## src/rtl/lifo_drain.sv

```systemverilog
// Read-side controller for an external LIFO stack: tracks occupancy from the producer's
// pushes and, on command, pops the stack empty onto a valid/ready stream, flagging the last word.
module lifo_drain #(
    parameter int WIDTH = 11,
    parameter int DEPTH = 16
) (
    input  logic                    clk,
    input  logic                    rst,
    input  logic                    push_seen,
    input  logic                    drain_start,
    input  logic                    err_clr,
    output logic                    stk_read_e,
    input  logic [WIDTH-1:0]        stk_dout,
    output logic                    m_valid,
    input  logic                    m_ready,
    output logic [WIDTH-1:0]        m_data,
    output logic                    m_last,
    output logic                    busy,
    output logic [$clog2(DEPTH):0]  level,
    output logic                    err
);
    localparam int LW = $clog2(DEPTH) + 1;
    localparam logic [LW-1:0] LEVEL_MAX = LW'(DEPTH - 1);

    typedef enum logic [1:0] {IDLE, POP, CAPT, HOLD} state_t;

    state_t            state;
    state_t            state_nxt;
    logic              handshake;
    logic              err_set;
    logic              stk_read_e_nxt;
    logic              m_valid_nxt;
    logic [WIDTH-1:0]  m_data_nxt;
    logic              m_last_nxt;
    logic              busy_nxt;
    logic [LW-1:0]     level_nxt;
    logic              err_nxt;

    assign handshake = m_valid && m_ready;

    always_ff @(posedge clk or negedge rst) begin
        if (!rst) state <= IDLE;
        else      state <= state_nxt;
    end

    // NOTE: every signal written in a combinational block gets a default first so no latch is inferred.
    always_comb begin
        state_nxt = state;
        unique case (state)
            IDLE:    if (drain_start && level != '0) state_nxt = POP;
            POP:     state_nxt = CAPT;
            CAPT:    state_nxt = HOLD;
            HOLD:    if (handshake) state_nxt = (level != '0) ? POP : IDLE;
            default: state_nxt = IDLE;
        endcase
    end

    always_comb begin
        stk_read_e_nxt = (state_nxt == POP);
        // busy also covers the cycle after the final handshake, so it falls one cycle later
        busy_nxt       = (state != IDLE) || (state_nxt != IDLE);
        m_valid_nxt    = m_valid;
        m_data_nxt     = m_data;
        m_last_nxt     = m_last;
        level_nxt      = level;
        err_set        = push_seen && ((state != IDLE) || (level == LEVEL_MAX));

        if (state == CAPT) begin
            m_valid_nxt = 1'b1;
            m_data_nxt  = stk_dout;
            m_last_nxt  = (level == '0);
        end else if (state == HOLD && handshake) begin
            m_valid_nxt = 1'b0;
        end

        if (state == POP)
            level_nxt = level - LW'(1);
        else if (state == IDLE && push_seen && level != LEVEL_MAX)
            level_nxt = level + LW'(1);

        if (err_set)      err_nxt = 1'b1;
        else if (err_clr) err_nxt = 1'b0;
        else              err_nxt = err;
    end

    // NOTE: sequential state uses non-blocking assignments so all flops update from pre-edge values.
    always_ff @(posedge clk or negedge rst) begin
        if (!rst) begin
            stk_read_e <= 1'b0;
            m_valid    <= 1'b0;
            m_data     <= '0;
            m_last     <= 1'b0;
            busy       <= 1'b0;
            level      <= '0;
            err        <= 1'b0;
        end else begin
            stk_read_e <= stk_read_e_nxt;
            m_valid    <= m_valid_nxt;
            m_data     <= m_data_nxt;
            m_last     <= m_last_nxt;
            busy       <= busy_nxt;
            level      <= level_nxt;
            err        <= err_nxt;
        end
    end

endmodule

```

## config.mk

```make
export PLATFORM = sky130hd
export DESIGN_NAME = lifo_drain
export DESIGN_NICKNAME = d
export VERILOG_FILES = /design/src/rtl/lifo_drain.sv
export SDC_FILE = /design/constraint.sdc
export NUM_CORES = 1
export LEC_CHECK = 0
export CAP_MARGIN = 0
export CORE_MARGIN = 4
export CORE_UTILIZATION = 40
export CTS_BUF_LIST = sky130_fd_sc_hd__clkbuf_8
export DETAILED_ROUTE_END_ITERATION = 10
export PLACE_DENSITY = 0.83
export SYNTH_ARGS = -nofsm -noshare
export SYNTH_HDL_FRONTEND = slang
export SYNTH_SLANG_ARGS = --single-unit
```

## constraint.sdc

```tcl
create_clock -name clk -period 2.35 [get_ports clk]
set_clock_uncertainty 0.2 [all_clocks]
set_input_delay 0.705 -clock clk [delete_from_list [all_inputs] [get_ports clk]]
set_output_delay 0.705 -clock clk [all_outputs]
set_load 0.005 [all_outputs]
```

-- Word level (Yosys, flattened, before mapping)
Cells that the tools add are included.
W data, S select, Z words.
- add/subtract/negate cells: 2
- reduce and logical (&&, ||, !) cells: 16
- multiplexer cells: 10
- eq/ne operators: 6
- operator list (kind ; number):
    $mux W5 ; 2
    $reduce_bool A2 Y1 ; 5
    $pmux W2 S4 ; 1
    $logic_and A1 B1 Y1 ; 6
    $add A5 B1 Y5 const B ; 1
    $eq A5 B4 Y1 const B ; 1
    $logic_not A5 Y1 ; 1
    $mux W1 ; 5
    $ne A5 B4 Y1 const B ; 1
    $reduce_bool A5 Y1 ; 1
    $sub A5 B1 Y5 const B ; 1
    $eq A2 B1 Y1 const B ; 2
    $eq A2 B2 Y1 const B ; 2
    $mux W2 ; 2
    $logic_not A2 Y1 ; 1
    $logic_or A1 B1 Y1 ; 2
- flip-flop bits (word level): 23
- output and inout bits: 21
- input port bits: 17
- word-level logic and storage cells: 42

-- Longest topological paths before layout
- word-level depth: 6
- gate-level depth with buffers: 8
- gate-level depth less buffers: 7

-- Least setup slack after synthesis
OpenSTA, ideal clock, no wires.
- kind: flip-flop to flip-flop
- start: register state[1]
- end: register level[4]
- period minus slack after synthesis: 2.014 ns
- setup slack: 0.336 ns
- data required time: 2.024 ns
- stages on the path, launching flop included: 9
- buffers on the path: 1
- data arrival time: 1.688 ns
- path through: dfrtp_1 buf_6 nand2b_2 inv_2 ha_1 a21oi_1 a211o_1 nor3_1 a311o_1
- longest elaborated chain between the ends: 4
- elaborated cells between the ends (all ways): 6
- those cells by class: eq/ne: 1; mux: 1; reduce/logical: 4
- ends and longest elaborated chain (what ; line ; source):
    start, declared ; 27 ; state_t state;
    start signal, assigned ; 43 ; else state <= state_nxt;
    $logic_not A2 Y1 ; 78 ; else if (state == IDLE && push_seen && level != LEVEL_MAX)
    $logic_and A1 B1 Y1 (2 in series) ; 78 ;
    $reduce_bool A2 Y1 (no source line) ; - ;
    end signal, assigned ; 102 ; level <= level_nxt;
    end, declared ; 19 ; output logic [$clog2(DEPTH):0] level,
Parallel ways exist; a longest one is shown, timed or not.
A chain may end at the register's enable or synchronous reset.

-- Worst setup path after layout
- start: register level[4]
- end: output level[4]
No word-level cell between the ends.

==> implementation parameters <==
Parameter                              Value

Place
  Worst-case setup slack after placement    roughly 0.19 ns
  Number of buffer cells added on primary ports    37
  Final GP Congestion    0.737
  HPWL Detailed    between 1.5 and 2 mm

CTS
  Max clock buf depth    2
  Number of buffers added for setup after CTS    0
  Number of cells upsized or downsized after cts    0
  Total of hold buffers inserted after clock tree synthesis    0
  Clk_lat worst skew    0.26 ns
  CTS clk-pin slew, worst paths    0.07 ns
  Number of clock buffers inserted by TritonCTS    3
  Count of clock tree sinks    23
  CTS tree    yes
  Number of levels the H-tree was split into    1
  Root buffer cell    sky130_fd_sc_hd__clkbuf_8

Layout
  Fill count    215
  Share of post-route cells with drive strength above 1    20.2%
  Area growth, synth to finish    41.3%
  Number of antenna cells inserted    0
  Number of nets in the finished design    151

Timing
  Setup violation total in the final timing report    0
  Accumulated negative setup slack    0 ns
  Slew Limit Fails    0
  Final critical delay including setup and external delays    2.23 ns
  Slew at the pin closest to its max-slew limit    0.369 ns
  Worst setup slack after layout    0.118 ns
  Hold Fails Final Rpt    0
  Worst slew margin    75.4%
  Fmax    448 MHz
  Unrepaired setup endpoints after global routing    no
  Period utilization    95.0%

Global routing
  Antenna violations before repair    0
  Wire length of the first global-routing pass    3.67 mm
  Global-route congestion overflow total    0
  Maximum number of pins on one net before global-route repair    24
  Number of global-route vias before repair    866
  Global-route usage over all layers    14.0%

Status
  Run status    completed

Detailed routing
  Post-DRT Antenna Nets    0
  Number of remaining DRC errors    0
  Top Metal Used    met4
  Met1 wire length    ~950 µm
  Via total after detailed routing    818
  Total length of routed wires    2.31 mm
  Ratio of routed vias to standard cells    5.14
  Initial detailed-routing violation count    7
  Met3 wire length    254 µm
  Detailed-route wire length per cell    ~15 µm
  Metal2 WL    1.05 mm
  Drt pass-1 iters    3

Critical path
  Worst path cell trace    clkdlybuf4s50_1
  Element type at the critical path end    output port
  Largest delay contributor family on the critical path    buffers and inverters
  Biggest cell delay along the critical path    between 0.5 and 0.6 ns
  Source of the worst register-to-register timing path    state[1]
  Buf+Inv Stages, Crit Path    1
  Critical-path maximum fanout    9
  Terminus of the critical flop-to-flop path    level[4]
  Category of the most critical setup path    flip-flop to output port
  Register-to-register setup slack    between 0.3 and 0.4 ns
  Cell type of the slowest stage on the worst timing path    sky130_fd_sc_hd__clkdlybuf4s50_1
  Crit path required time    1.44 ns
  Cell depth of the worst flop-to-flop path    7
  Arr. time, crit path    1.33 ns
  Crit path launch type    flip-flop

Logic synthesis
  Most used standard cell by instance count after synthesis    sky130_fd_sc_hd__dfrtp_1
  Async set-or-reset flop fraction in the synthesized netlist    100%
  Most common flop cell mapped by yosys    sky130_fd_sc_hd__dfrtp_1
  Mean area per synthesized cell    12.6 µm²
  Top cell type by total area after synthesis    sky130_fd_sc_hd__dfrtp_1
  Yosys warns    0
  Cell types with the largest area share after synthesis    sky130_fd_sc_hd__dfrtp_1, sky130_fd_sc_hd__mux2_2, sky130_fd_sc_hd__mux2_4
  Register area share after synthesis    roughly 52%
  Distinct cells, synth    29
  EDFF count, synth    0
  Summed instance area of the synthesized netlist    roughly 1100 µm²
  Post-synth top cells    sky130_fd_sc_hd__dfrtp_1, sky130_fd_sc_hd__mux2_2, sky130_fd_sc_hd__nand2_1
  Proportion of netlist area held by the largest area contributor    52.5%
  Post-synthesis sequential element count    23
  Instance count of the mapped netlist    87
  Net count of the mapped netlist    ~110

Power and ir drop
  Pleak    ~0.67 nW
  PwrDens    1260 nW/µm²
  Worst ir drop on vdd    0.841 mV

Floorplan
  Total I/O pin count    38
  Die Footprint    ~3600 µm²
  Core footprint    2540 µm²
  Floorplan die width    60.4 µm
  Floorplan die height    60.4 µm
  Site Rows    18
  Starting density of the core    a little over two fifths

Hold path
  Launch point of the worst hold path    m_data[4]
  Classification of the worst-slack hold path    flip-flop to flip-flop
  Terminating pin of the worst hold path    m_data[4]
  Hold Path Stages    1

Flow run
  Max_cap viols    0
==> per-stage QoR <==
| stage | instances | hold WS, ns | utilization (%) | total power, W | instance area (µm²) |
|---|---|---|---|---|---|
| 2_1_floorplan | 87 | 0.209 | - | 0.00127 | 1100 |
| 3_3_place_gp | 155 | 0.288 | 59.1 | 0.00169 | 1510 |
| 3_5_place_dp | 155 | 0.294 | 59.1 | 0.00176 | 1510 |
| 4_1_cts | 159 | 0.311 | 60.9 | 0.00199 | 1550 |
| 5_1_grt | 159 | 0.317 | 60.9 | 0.00211 | 1550 |
| 6_report | 159 | 0.306 | 60.9 | 0.00196 | 1550 |
==> worst max-delay path by stage <==
stage	start	endpoint	slack (ns)	depth (start not counted)
after CTS	level[4]	level[4]	0.1	1
after floorplan	state[1]	level[4]	0.34	8
final	level[4]	level[4]	0.12	1
after detailed placement	push_seen	level[2]	0.19	4
after global routing	level[4]	level[4]	0.05	1
after global placement	push_seen	level[1]	0.23	4
==> cell type report <==
class                           count  area (µm²)  share of cell area, %
Sequential cell                    23         576                   37.1
Multi-Input combinational cell     59         488                   31.5
Timing Repair Buffer               40         393                   25.3
Clock buffer                        3        41.3                   2.66
Tap cell                           30        37.5                   2.42
Inverter                            3        11.3                  0.726
Clock inverter                      1        3.75                  0.242
==> state kept, by name, indices dropped and copies added, names as in the netlist <==
name / count
m_data: 11
level: 5
state: 2
busy: 1
err: 1
m_last: 1
m_valid: 1
stk_read_e: 1
==> kinds of logic (layout without fill, tap and decap cells) <==
logic type               count (synthesis)  count (layout)  synth area share (%)
flip-flops                              23              23                  52.5
AND/OR/NAND/NOR                         21              21                  9.92
AO/OA/AOI/OAI                           16              16                  10.6
multiplexers                            15              15                  16.3
buffers and inverters                    5              47                  3.08
adder cells (fa/ha/maj)                  4               4                  5.25
XOR/XNOR                                 3               3                  2.39
==> cells in the final DEF (no fill, tap or decap) <==
cell type,instances
sky130_fd_sc_hd__clkdlybuf4s50_1,37
sky130_fd_sc_hd__dfrtp_1,23
sky130_fd_sc_hd__mux2_2,11
sky130_fd_sc_hd__nand2_1,9
sky130_fd_sc_hd__a21oi_1,6
sky130_fd_sc_hd__nor2_1,4
sky130_fd_sc_hd__o21ai_0,3
sky130_fd_sc_hd__inv_1,3
sky130_fd_sc_hd__mux2_4,3
sky130_fd_sc_hd__ha_1,3
sky130_fd_sc_hd__clkbuf_8,3
sky130_fd_sc_hd__buf_4,3
sky130_fd_sc_hd__nor3_1,2
sky130_fd_sc_hd__xor2_1,2
sky130_fd_sc_hd__nand2b_2,1
sky130_fd_sc_hd__inv_2,1
sky130_fd_sc_hd__nor2b_4,1
sky130_fd_sc_hd__mux2i_1,1
sky130_fd_sc_hd__nand3_1,1
sky130_fd_sc_hd__or2b_1,1
sky130_fd_sc_hd__nand4_1,1
sky130_fd_sc_hd__o21ai_2,1
sky130_fd_sc_hd__a211o_1,1
sky130_fd_sc_hd__nand4b_1,1
sky130_fd_sc_hd__o311ai_1,1
sky130_fd_sc_hd__a311o_1,1
sky130_fd_sc_hd__a21o_2,1
sky130_fd_sc_hd__xnor2_1,1
sky130_fd_sc_hd__o21bai_4,1
sky130_fd_sc_hd__a21o_1,1
sky130_fd_sc_hd__fa_1,1
==> metal layers <==
| layer | vias to the layer above | track usage [%] |
|---|---|---|
| met1 | 383 | 14.8 |
| li1 | 392 | - |
| met3 | 6 | 4.47 |
| met4 | 0 | 9.18 |
| met2 | 37 | 23.9 |
| met5 | - | 0 |
==> power by group <==
| group | leakage (nW) | switching [W] | internal, W |
|---|---|---|---|
| Clock | 0.0269 | 0.000109 | 0.000116 |
| Sequential | 0.265 | 0.000151 | 0.000574 |
| Combinational | 0.377 | 0.000367 | 0.000643 |
| Total | 0.669 | 0.000627 | 0.00133 |
(Power assumes the default switching activity.)
